`config.mk`:
```
export PLATFORM = sky130hd
export DESIGN_NAME = regfile_access_arbiter
export DESIGN_NICKNAME = d
export VERILOG_FILES = /design/src/rtl/regfile_arb_pkg.sv /design/src/rtl/regfile_arb_rr_pick.sv /design/src/rtl/regfile_access_arbiter.sv
export SDC_FILE = /design/constraint.sdc
export NUM_CORES = 1
export LEC_CHECK = 0
export ABC_AREA = 0
export BUFFER_PORTS_ARGS = -buffer_cell sky130_fd_sc_hd__buf_2
export CAP_MARGIN = 20
export CORE_MARGIN = 2
export CORE_UTILIZATION = 39
export CTS_CLUSTER_DIAMETER = 80
export DETAILED_ROUTE_END_ITERATION = 16
export GPL_TIMING_DRIVEN = 0
export PLACE_DENSITY = 0.82
export SLEW_MARGIN = 40
export SYNTH_ARGS = -nofsm -noshare
export SYNTH_HDL_FRONTEND = slang
export SYNTH_SLANG_ARGS = --single-unit
export TNS_END_PERCENT = 100
```
`constraint.sdc`:
```
create_clock -name CLK -period 1.6 [get_ports CLK]
set_clock_uncertainty 0.2 [all_clocks]
set_input_delay 0.32 -clock CLK [delete_from_list [all_inputs] [get_ports CLK]]
set_output_delay 0.32 -clock CLK [all_outputs]
set_load 0.005 [all_outputs]
```
`src/rtl/regfile_arb_pkg.sv`:
```
// Shared types for the register-file access arbiter: FSM states, requester index, requester count.
package regfile_arb_pkg;
   localparam int NUM_REQ = 2;

   typedef logic req_idx_t;

   typedef enum logic [1:0] {
      IDLE,
      ISSUE,
      WAIT_RD
   } arb_state_e;

   function automatic logic [NUM_REQ-1:0] idx_onehot(input req_idx_t idx);
      logic [NUM_REQ-1:0] oh;
      oh      = '0;
      oh[idx] = 1'b1;
      return oh;
   endfunction
endpackage

```
`src/rtl/regfile_arb_rr_pick.sv`:
```
// Combinational round-robin winner select between two requesters; the caller owns the pointer.
module regfile_arb_rr_pick
   import regfile_arb_pkg::*;
(
   input  logic [NUM_REQ-1:0] req_i,
   input  req_idx_t           last_i,
   output logic               valid_o,
   output req_idx_t           win_o
);

   always_comb begin
      valid_o = |req_i;
      win_o   = 1'b0;
      if (req_i == 2'b10) begin
         win_o = 1'b1;
      end else if (req_i == 2'b11) begin
         // On a tie the requester that did not win last time goes next.
         win_o = ~last_i;
      end
   end

endmodule

```
`src/rtl/regfile_access_arbiter.sv`:
```
// Two-master round-robin arbiter in front of the single register-file port.
// Optional read timeout is enabled with `define ARB_TIMEOUT_EN.
//
// state   | meaning
// IDLE    | waiting for a request, arbitrates and latches the winner's command
// ISSUE   | grant pulse and one-cycle WrEN/RdEN strobe on the register file
// WAIT_RD | read outstanding, waiting for RDData_Valid (or timeout)
module regfile_access_arbiter
   import regfile_arb_pkg::*;
#(
   parameter int ADDRESS_WIDTH  = 4,
   parameter int REG_DATA_WIDTH = 8,
   parameter int TIMEOUT_CYCLES = 16
) (
   input  logic                                CLK,
   input  logic                                RST,
   input  logic [NUM_REQ-1:0]                  req_i,
   input  logic [NUM_REQ-1:0]                  we_i,
   input  logic [NUM_REQ*ADDRESS_WIDTH-1:0]    addr_i,
   input  logic [NUM_REQ*REG_DATA_WIDTH-1:0]   wdata_i,
   output logic [NUM_REQ-1:0]                  gnt_o,
   output logic [REG_DATA_WIDTH-1:0]           rdata_o,
   output logic [NUM_REQ-1:0]                  rvalid_o,
   output logic                                rd_err_o,
   output logic [ADDRESS_WIDTH-1:0]            Address,
   output logic                                WrEN,
   output logic                                RdEN,
   output logic [REG_DATA_WIDTH-1:0]           Wr_D,
   input  logic [REG_DATA_WIDTH-1:0]           Rd_D,
   input  logic                                RDData_Valid
);

   arb_state_e                  state_q;
   req_idx_t                    last_q;
   req_idx_t                    win_q;
   logic                        we_q;
   logic [NUM_REQ-1:0]          gnt_q;
   logic [NUM_REQ-1:0]          rvalid_q;
   logic [REG_DATA_WIDTH-1:0]   rdata_q;
   logic [ADDRESS_WIDTH-1:0]    addr_q;
   logic [REG_DATA_WIDTH-1:0]   wrd_q;
   logic                        wren_q;
   logic                        rden_q;

   logic                        pick_valid;
   req_idx_t                    pick_win;

`ifdef ARB_TIMEOUT_EN
   localparam int CNT_W = (TIMEOUT_CYCLES > 1) ? $clog2(TIMEOUT_CYCLES) : 1;
   logic [CNT_W-1:0]            cnt_q;
   logic                        rd_err_q;
`else
   logic                        unused_timeout;
   assign unused_timeout = ^TIMEOUT_CYCLES;
`endif

   regfile_arb_rr_pick u_pick (
      .req_i   (req_i),
      .last_i  (last_q),
      .valid_o (pick_valid),
      .win_o   (pick_win)
   );

   always_ff @(posedge CLK or posedge RST) begin
      if (RST) begin
         state_q  <= IDLE;
         last_q   <= 1'b1;
         win_q    <= 1'b0;
         we_q     <= 1'b0;
         gnt_q    <= '0;
         rvalid_q <= '0;
         rdata_q  <= '0;
         addr_q   <= '0;
         wrd_q    <= '0;
         wren_q   <= 1'b0;
         rden_q   <= 1'b0;
`ifdef ARB_TIMEOUT_EN
         cnt_q    <= '0;
         rd_err_q <= 1'b0;
`endif
      end else begin
         // Pulse outputs default low; each state raises them for a single cycle.
         gnt_q    <= '0;
         rvalid_q <= '0;
         wren_q   <= 1'b0;
         rden_q   <= 1'b0;
`ifdef ARB_TIMEOUT_EN
         rd_err_q <= 1'b0;
`endif
         case (state_q)
            IDLE: begin
               if (pick_valid) begin
                  win_q   <= pick_win;
                  last_q  <= pick_win;
                  we_q    <= we_i[pick_win];
                  addr_q  <= addr_i[int'(pick_win)*ADDRESS_WIDTH +: ADDRESS_WIDTH];
                  wrd_q   <= wdata_i[int'(pick_win)*REG_DATA_WIDTH +: REG_DATA_WIDTH];
                  gnt_q   <= idx_onehot(pick_win);
                  wren_q  <= we_i[pick_win];
                  rden_q  <= ~we_i[pick_win];
                  state_q <= ISSUE;
               end
            end
            ISSUE: begin
               state_q <= we_q ? IDLE : WAIT_RD;
`ifdef ARB_TIMEOUT_EN
               cnt_q   <= CNT_W'(TIMEOUT_CYCLES - 1);
`endif
            end
            WAIT_RD: begin
               if (RDData_Valid) begin
                  rdata_q  <= Rd_D;
                  rvalid_q <= idx_onehot(win_q);
                  state_q  <= IDLE;
               end
`ifdef ARB_TIMEOUT_EN
               else if (cnt_q == '0) begin
                  rdata_q  <= '0;
                  rvalid_q <= idx_onehot(win_q);
                  rd_err_q <= 1'b1;
                  state_q  <= IDLE;
               end else begin
                  cnt_q <= cnt_q - 1'b1;
               end
`endif
            end
            default: state_q <= IDLE;
         endcase
      end
   end

   assign gnt_o    = gnt_q;
   assign rvalid_o = rvalid_q;
   assign rdata_o  = rdata_q;
   assign Address  = addr_q;
   assign Wr_D     = wrd_q;
   assign WrEN     = wren_q;
   assign RdEN     = rden_q;
`ifdef ARB_TIMEOUT_EN
   assign rd_err_o = rd_err_q;
`else
   assign rd_err_o = 1'b0;
`endif

endmodule
```
==> results.json <==
{
  "synth_seq_cells": 31,
  "clk_latency_ns": 0.33,
  "syn_nets": 133,
  "setup_viol_count_final": 3,
  "worst_slack_ns": -0.00433,
  "initial_core_util_pct": 41.0,
  "timing.slew.headroom_pct": 57.4,
  "timing.fmax_mhz": 623,
  "start_kind": "flip-flop",
  "drt_iter0_drc": 28,
  "syn_inst": 94,
  "hold_slack_ns": 0.0136,
  "path_buf_inv": 2,
  "wl_per_cell_um": 14.3,
  "drv_slew": 0,
  "core_mm2": 0.00305,
  "drc": 0,
  "avgSynthCellArea_um2": 13.3,
  "cts_buffer_depth": 2,
  "end_kind": "flip-flop",
  "antenna_found_initial": 0,
  "fillers": 273,
  "place_ws_ns": -0.191,
  "ys_top_cells_by_area": "dfrtp_1, a221o_1, mux2_2, and3_1, a2111oi_4",
  "dp_hpwl_um": 2200,
  "yosysSeqAreaShare_pct": 62.0,
  "ys.warnings.count": 0,
  "hp-class": "in2reg",
  "grt_max_degree": 32,
  "synth_top_area_share_pct": 59.9,
  "cts.sinks": 31,
  "synth_largest_area_cell": "dfrtp_1",
  "leakage_nw": 0.985,
  "grt_pass1_wl_um": 4810,
  "dieArea_mm2": 0.00368,
  "portBuffers": 64,
  "syn_to_final_growth_pct": 43.9,
  "arrival_ns": 1.68,
  "n_antenna_cell": 0,
  "grt_overflow": 0,
  "crit_fanout": 5,
  "min_period_ns": 1.60,
  "place_inst": 202,
  "status": "complete, but fails checks",
  "tightest_slew_ns": 0.638,
  "viasPerCell": 4.84,
  "place_congestion": 0.729,
  "drtAntennaViolNets": 0,
  "max_cap_violations": 0,
  "cp_top_family": "flip-flops",
  "ir_drop_mv": 0.749,
  "finalSetupTns_ns": -0.0105,
  "ctsRootBufferMaster": "clkbuf_4",
  "vias": 1070,
  "cts_buffers": 5,
  "syn_area_mm2": 0.00125,
  "stdcell_area_mm2": 0.00180,
  "drt_wl_total_um": 3160,
  "rsz0062_at_grt": "true",
  "hold_violations": 0,
  "p_per_area_mw_per_mm2": 1710,
  "synth_cell_types": 24,
  "period_share_pct": 100,
  "place_area_mm2": 0.00163,
  "instances_no_fill": 221,
  "regArea_um2": 779,
  "slowest_stage": "dfstp_2",
  "htreeDepth": 2,
  "required_ns": 1.68,
  "multi_input_area_um2": 443,
  "cp_cell_sequence": "inv_2 > a2111oi_4 > buf_4 > a221o_1",
  "critPathKind": "reg2reg",
  "grt_pass1_vias": 1033,
  "cts_tree": "built",
  "violations": "setup timing",
  "first_pass_iters": 4,
  "die-width_um": 60.7,
  "dieHeight_um": 60.7,
  "cts.clk_slew.worst_paths_ns": 0.10,
  "nets": 215,
  "grt_use_total_pct": 18.3,
  "fp-row-count": 20,
  "layout-drive-gt1-share_pct": 59.3,
  "boundaryPins": 66,
  "cpPeakStageDelay_ns": 0.56
}
final timing paths:
path | from | end | slack, ns | cells after the start
max in group asynchronous | RST | state_q[1]$_DFFE_PP0P_ | 0.33 | 3
worst max-delay path | last_q$_DFFE_PP1P_ | Wr_D[4]$_DFFE_PP0P_ | -0.004 | 4
min in group asynchronous | RST | Address[3]$_DFFE_PP0P_ | 0.42 | 3
worst min-delay path | wdata_i[1] | Wr_D[1]$_DFFE_PP0P_ | 0.01 | 2
worst max register to register | last_q$_DFFE_PP1P_ | Wr_D[4]$_DFFE_PP0P_ | -0.004 | 4
worst min register to register | win_q$_DFFE_PP0P_ | rvalid_o[0]$_DFF_PP0_ | 0.23 | 1
routing by layer:
metal	part of all wire (%)	up-vias	GRT usage [%]
li1	-	507	-
met5	0	-	0
met3	5.7	6	4.05
met4	1.5	0	9.32
met1	39	511	19.8
met2	54	46	33.5
layout by cell type, fill, tap and decap left out, types with 2 or more instances in the layout:
cell type  instances
clkbuf_4           6
dfrtp_2            2
a221o_1           12
nor2_1             4
and3_1            12
mux2_2             8
inv_2              2
buf_2             64
clkbuf_1           2
dfrtp_1           28
inv_1              4
buf_4             13
registers in the layout (all words and copies together), names as in the netlist:
| signal | cells |
|---|---|
| Address | 4 |
| RdEN | 1 |
| WrEN | 1 |
| Wr_D | 8 |
| gnt_o | 2 |
| last_q | 1 |
| rdata_o | 8 |
| rvalid_o | 2 |
| state_q | 2 |
| we_q | 1 |
| win_q | 1 |
kinds of logic after synthesis:
group | count (synthesis) | share of synthesized area (%)
compound gates | 18 | 14.3
simple gates | 22 | 10.1
mux | 10 | 8.79
flops | 31 | 62.0
other cells | 1 | 0.299
buf+inv | 12 | 4.49
worst reg2reg max path, stage by stage, from the launching register on:
cell and delay (ns):
dfstp_2 0.56, inv_2 0.05, a2111oi_4 0.37, buf_4 0.22, a221o_1 0.14
cell usage after synthesis:
library cell  instances
buf_2                 3
nand2b_1              1
buf_4                 2
o21ai_2               1
and2_1                1
nor2b_1               1
nand3b_1              1
and3_1               12
nor2_1                4
o21ai_0               1
a21oi_1               2
a21boi_1              1
dfstp_2               1
mux2i_1               2
inv_1                 5
a221o_1              12
inv_2                 1
nand2_1               1
mux2_2                8
nor2_2                1
dfrtp_1              30
a2111oi_4             1
conb_1                1
clkbuf_1              1
final cells by class:
| class | instances | area share (%) |
|---|---|---|
| inverters | 6 | 1.25 |
| clock inverters | 1 | 0.278 |
| multi-input cells | 51 | 24.6 |
| well taps | 44 | 3.06 |
| flip-flops and latches | 31 | 43.3 |
| clock buffers | 7 | 2.50 |
| repair buffers | 75 | 22.5 |
| plain buffers | 6 | 2.57 |
what timing repair did:
item / 4_1_cts / 5_1_grt
endpoints found under the hold margin: 30 / 0
gates resized for setup: 9 / 7
hold buffers: 1 / 0
pin swaps: 2 / 6
setup buffers: 2 / 6
endpoints found under the setup margin: 13 / 23
cloned: 1 / 1
report_power, final:
part	internal, W	switching [W]
sequential	0.00114	0.000202
combinational	0.000745	0.000572
clock	0.000171	0.000254
total	0.00206	0.00103
per-stage QoR:
step / util [%] / power (W)
finish: 59.0 / 0.00308
global route: 59.0 / 0.00329
floorplan: - / 0.00195
detailed placement: 53.3 / 0.00245
CTS: 56.8 / 0.00295
global placement: 53.3 / 0.00237
No activity file was read; power rests on OpenSTA's default activity.
